## config.mk

```make
export PLATFORM = sky130hd
export DESIGN_NAME = mem_stage
export DESIGN_NICKNAME = d
export VERILOG_FILES = /design/src/rtl/mem_stage.sv
export SDC_FILE = /design/constraint.sdc
export NUM_CORES = 1
export LEC_CHECK = 0
export BUFFER_PORTS_ARGS = -buffer_cell sky130_fd_sc_hd__buf_2
export CORE_MARGIN = 10
export CORE_UTILIZATION = 46
export CTS_BUF_LIST = sky130_fd_sc_hd__clkbuf_16
export DETAILED_ROUTE_END_ITERATION = 16
export PLACE_DENSITY_LB_ADDON = 0.12
export SLEW_MARGIN = 20
export SYNTH_ARGS = -nofsm -noshare
export SYNTH_HDL_FRONTEND = slang
export SYNTH_SLANG_ARGS = --single-unit
```

## constraint.sdc

```tcl
create_clock -name clk -period 3.7 [get_ports clk]
set_input_delay 0.555 -clock clk [delete_from_list [all_inputs] [get_ports clk]]
set_output_delay 0.555 -clock clk [all_outputs]
set_load 0.02 [all_outputs]
```

## src/rtl/mem_stage.sv

```systemverilog
// rtl/mem_stage.sv - memory-access pipeline stage: data-memory handshake, store lane alignment, load extension, MEM/WB registers.
// Optional misaligned-access abort is compiled in with `define MEM_MISALIGN_CHK_EN.
module mem_stage #(
  parameter int unsigned WAIT_LIMIT = 255
) (
  input  logic        clk,
  input  logic        rst,
  input  logic [31:0] EXE_pc_to_reg,
  input  logic [31:0] EXE_ALU_out,
  input  logic [31:0] EXE_rs2_data,
  input  logic [4:0]  EXE_rd_addr,
  input  logic [2:0]  EXE_funct3,
  input  logic        EXE_RDSrc,
  input  logic        EXE_MemtoReg,
  input  logic        EXE_MemRead,
  input  logic        EXE_MemWrite,
  input  logic        EXE_RegWrite,
  output logic        dm_req,
  output logic [31:0] dm_addr,
  output logic [3:0]  dm_we,
  output logic [31:0] dm_wdata,
  input  logic        dm_ready,
  input  logic [31:0] dm_rdata,
  output logic        mem_stall,
  output logic        mem_err,
  output logic [31:0] MEM_rd_data,
  output logic [31:0] WB_rd_result,
  output logic [31:0] WB_ld_data,
  output logic [4:0]  WB_rd_addr,
  output logic        WB_MemtoReg,
  output logic        WB_RegWrite
);

  typedef enum logic {IDLE, WAIT} state_t;

  localparam logic [15:0] LAST_WAIT = 16'(WAIT_LIMIT - 1);

  state_t      state_q, state_d;
  logic [15:0] cnt_q, cnt_d;
  logic        err_q;
  logic        access, misalign, issue, timeout, done, bubble;
  logic [1:0]  lane;
  logic [7:0]  ld_byte;
  logic [15:0] ld_half;
  logic [31:0] ld_ext;

  assign access = EXE_MemRead | EXE_MemWrite;
  assign lane   = EXE_ALU_out[1:0];

`ifdef MEM_MISALIGN_CHK_EN
  assign misalign = access & (((EXE_funct3[1:0] == 2'b01) & lane[0]) |
                              ((EXE_funct3[1:0] == 2'b10) & (lane != 2'b00)));
`else
  assign misalign = 1'b0;
`endif

  assign issue   = access & ~misalign;
  assign timeout = (state_q == WAIT) & ~dm_ready & (cnt_q == LAST_WAIT);

  // Gated by rst so request and stall fall the instant reset asserts.
  assign dm_req    = rst & issue;
  assign mem_stall = rst & issue & ~dm_ready & ~timeout;
  assign done      = dm_req & dm_ready;
  assign bubble    = misalign | timeout | mem_stall;

  assign dm_addr     = {EXE_ALU_out[31:2], 2'b00};
  assign MEM_rd_data = EXE_RDSrc ? EXE_pc_to_reg : EXE_ALU_out;
  assign mem_err     = err_q;

  always_comb begin
    dm_we    = 4'b0000;
    dm_wdata = EXE_rs2_data;
    case (EXE_funct3[1:0])
      2'b00: begin
        dm_wdata = {4{EXE_rs2_data[7:0]}};
        dm_we    = 4'b0001 << lane;
      end
      2'b01: begin
        dm_wdata = {2{EXE_rs2_data[15:0]}};
        dm_we    = 4'b0011 << {lane[1], 1'b0};
      end
      default: dm_we = 4'b1111;
    endcase
    if (!(EXE_MemWrite && issue)) dm_we = 4'b0000;
  end

  assign ld_byte = dm_rdata[{lane, 3'b000} +: 8];
  assign ld_half = dm_rdata[{lane[1], 4'b0000} +: 16];

  always_comb begin
    case (EXE_funct3[1:0])
      2'b00:   ld_ext = {{24{~EXE_funct3[2] & ld_byte[7]}}, ld_byte};
      2'b01:   ld_ext = {{16{~EXE_funct3[2] & ld_half[15]}}, ld_half};
      default: ld_ext = dm_rdata;
    endcase
  end

  always_comb begin
    state_d = state_q;
    cnt_d   = cnt_q;
    case (state_q)
      IDLE: if (issue && !dm_ready) begin
        state_d = WAIT;
        cnt_d   = 16'd0;
      end
      default: if (!issue || dm_ready || timeout) state_d = IDLE;
               else cnt_d = cnt_q + 16'd1;
    endcase
  end

  always_ff @(posedge clk or negedge rst) begin
    if (!rst) begin
      state_q      <= IDLE;
      cnt_q        <= 16'd0;
      err_q        <= 1'b0;
      WB_rd_result <= 32'd0;
      WB_ld_data   <= 32'd0;
      WB_rd_addr   <= 5'd0;
      WB_MemtoReg  <= 1'b0;
      WB_RegWrite  <= 1'b0;
    end else begin
      state_q      <= state_d;
      cnt_q        <= cnt_d;
      err_q        <= misalign | timeout;
      WB_rd_result <= MEM_rd_data;
      WB_rd_addr   <= EXE_rd_addr;
      WB_MemtoReg  <= EXE_MemtoReg & ~bubble;
      WB_RegWrite  <= EXE_RegWrite & ~bubble;
      if (done && !EXE_MemWrite) WB_ld_data <= ld_ext;
    end
  end

endmodule

```

==> results.sh <==
export IMPL_clock_path_buffers=2
export IMPL_yosysWarnings=0
export IMPL_grt_max_degree=61
export IMPL_critPathKind="reg2out"
export IMPL_critical_path_required_ps=3140
export IMPL_drtIter0Drc=408
export IMPL_irDropWorstVdd_mv=0.240
export IMPL_nFillCells=922
export IMPL_grt_overflow_total=0
export IMPL_area_growth_pct=33.6
export IMPL_synth_cells=495
export IMPL_ioPinCount=318
export IMPL_hold_path_class="in2async"
export IMPL_grt_use_total=0.239
export IMPL_viasPerCell=5.32
export IMPL_seq_area_mm2=0.00223
export IMPL_cts_root_buffer="clkbuf_16"
export IMPL_cts_resized=0
export IMPL_instances_no_fill=899
export IMPL_numCtsBuffers=9
export IMPL_design_area_mm2=0.00656
export IMPL_clock_latency_ps=340
export IMPL_drv_slew=0
export IMPL_fin_crit_ps=2720
export IMPL_io_buffers=315
export IMPL_path_cells="nor4_1 > and4_1 > a21oi_4 > and2_1 > buf_2"
export IMPL_critPathArrivalTime_ps=2160
export IMPL_drc=0
export IMPL_cp_slowest_cell="and4_1"
export IMPL_endpoint_kind="primary output"
export IMPL_place_inst=881
export IMPL_synth_edf_count=0
export IMPL_grtUsageMet3=0.0830
export IMPL_post_cts_setup_buffers=0
export IMPL_ys_types=47
export IMPL_cts_hold_buf=0
export IMPL_fin_ws_ps=980
export IMPL_ys_seq_elements=89
export IMPL_placed_area_mm2=0.00626
export IMPL_synth_main_ff_cell="dfrtp_1"
export IMPL_post_drt_wl_per_cell_um=21.4
export IMPL_cp_num_buf_inv=1
export IMPL_syn_cell_area_mm2=0.00491
export IMPL_period_share=0.735
export IMPL_dp_hpwl_mm=15.8
export IMPL_hold_viol=0
export IMPL_vias=4782
export IMPL_rsz0062_at_grt="no"
export IMPL_drtPass1Iterations=5
export IMPL_busiest_layer="met2"
export IMPL_slew_headroom=0.381
export IMPL_chipHeight_um=123
export IMPL_clock_sinks=89
export IMPL_multi_input_area_mm2=0.00220
export IMPL_grt_pass1_wl_mm=28.3
export IMPL_final_common_cell="buf_2"
export IMPL_design_core_area_mm2=0.0104
export IMPL_htree_levels=3
export IMPL_dpl_worst_slack_ps=1160
export IMPL_cp_start_kind="register"
export IMPL_worst_pin_slew_ps=925
export IMPL_synth_seq_area_share=0.454
export IMPL_p_leak_nw=3.45
export IMPL_met1_usage=0.272
export IMPL_dieArea_mm2=0.0152
export IMPL_drive_above_1_share=0.509
export IMPL_slowest_delay_ps=580
export IMPL_maxCapViolCount=0
export IMPL_antenna_left=0
export IMPL_final_cell_mix="314 x buf_2, 89 x dfrtp_1, 53 x nand2_1"
export IMPL_syn_avg_cell_area_um2=9.92
export IMPL_antenna_found_initial=3
export IMPL_fp_dieW_um=123
export IMPL_routed_wl_mm=19.2
export IMPL_postSynth_asyncResetShare=1.00
export IMPL_finalSetupViolations=0
export IMPL_power_density_mw_per_mm2=435
export IMPL_setup_tns_ps=0
export IMPL_fin_skew_ps=7.58
export IMPL_nets=902
export IMPL_crit_family="simple AND/OR/NAND/NOR gates"
export IMPL_tritoncts="done"
export IMPL_worstPathMaxFanout=14
export IMPL_status="finished clean"
export IMPL_grt_util_met2=0.411
export IMPL_clkTransAtPathRegs_ps=70
export IMPL_row_count=37
export IMPL_max_freq_ghz=0.368
export IMPL_grt_pass1_vias=4913
export IMPL_gp_congestion=0.891
export IMPL_start_util=0.474
per-stage QoR:
stage	util	hold slack, ps	power [mW]
2_1_floorplan	-	259	1.62
3_3_place_gp	0.604	464	1.96
3_5_place_dp	0.604	467	1.97
4_1_cts	0.632	170	2.88
5_1_grt	0.632	189	2.97
6_report	0.633	161	2.85
worst reg2reg max path, delay by kind of cell (launching register included):
family	cells	cell delay (ps)
simple gates	2	940
mux	1	290
compound gates	1	150
flops	1	420
per-layer routing:
layer	up-vias	part of all wire
li1	2239	-
met1	2274	0.36
met2	245	0.52
met3	22	0.10
met4	2	0.020
met5	-	0.00036
path summary, 6_finish.rpt:
check	cells past startpoint	start	to	slack, ps
max	5	cnt_q[12]	mem_stall	980
min	1	rst	WB_ld_data[7]	160
max reg2reg	4	cnt_q[12]	cnt_q[1]	1800
min reg2reg	2	WB_ld_data[2]	WB_ld_data[2]	480
max in group asynchronous	2	rst	WB_rd_result[10]	2420
min in group clk	1	EXE_rd_addr[3]	WB_rd_addr[3]	330
flip-flops by register name, summed over array words and instances, names as in the netlist:
register	cells
WB_ld_data	32
WB_rd_result	32
cnt_q	16
WB_rd_addr	5
WB_MemtoReg	1
WB_RegWrite	1
mem_err	1
state_q	1
synth_stat cells, types with 3 or more instances:
library cell / count / area, µm²
clkbuf_1: 24 / 90.1
nor2_1: 16 / 60.1
and3_1: 3 / 18.8
a21boi_0: 4 / 30.0
a21oi_1: 24 / 120
o31ai_1: 3 / 22.5
nand3_1: 36 / 180
mux2i_1: 22 / 220
nand3b_1: 9 / 67.6
nand2b_1: 5 / 31.3
mux2_2: 48 / 541
and4_1: 6 / 52.6
and2_1: 3 / 18.8
buf_2: 4 / 20.0
buf_4: 41 / 308
nand4_1: 6 / 37.5
nand2_1: 53 / 199
a22oi_1: 7 / 52.6
o21a_1: 5 / 37.5
inv_1: 13 / 48.8
o21ai_0: 31 / 155
o211ai_1: 7 / 52.6
or4_1: 3 / 22.5
dfrtp_1: 89 / 2230
power by group:
part | internal (mW) | switching, mW
Sequential | 1.08 | 0.0510
Combinational | 0.286 | 0.527
Clock | 0.524 | 0.387
cells by family (layout without fill, tap and decap cells):
| logic type | after synthesis | after routing | share of synthesized area |
|---|---|---|---|
| AO/OA/AOI/OAI | 96 | 96 | 0.123 |
| adder cells (fa/ha/maj) | 2 | 2 | 0.00509 |
| buffers and inverters | 84 | 349 | 0.0996 |
| flip-flops | 89 | 89 | 0.454 |
| multiplexers | 71 | 71 | 0.159 |
| other | 1 | 4 | 0.000764 |
| AND/OR/NAND/NOR | 152 | 152 | 0.158 |
area by class of cell:
| cell class | instances | area share |
|---|---|---|
| Sequential cell | 89 | 0.340 |
| Tap cell | 136 | 0.0259 |
| Timing Repair Buffer | 320 | 0.246 |
| Clock inverter | 7 | 0.0105 |
| Inverter | 13 | 0.00744 |
| Clock buffer | 9 | 0.0343 |
| Antenna cell | 2 | 0.000763 |
| Multi-Input combinational cell | 323 | 0.335 |
Note: power is estimated with default switching activity, not from simulation.
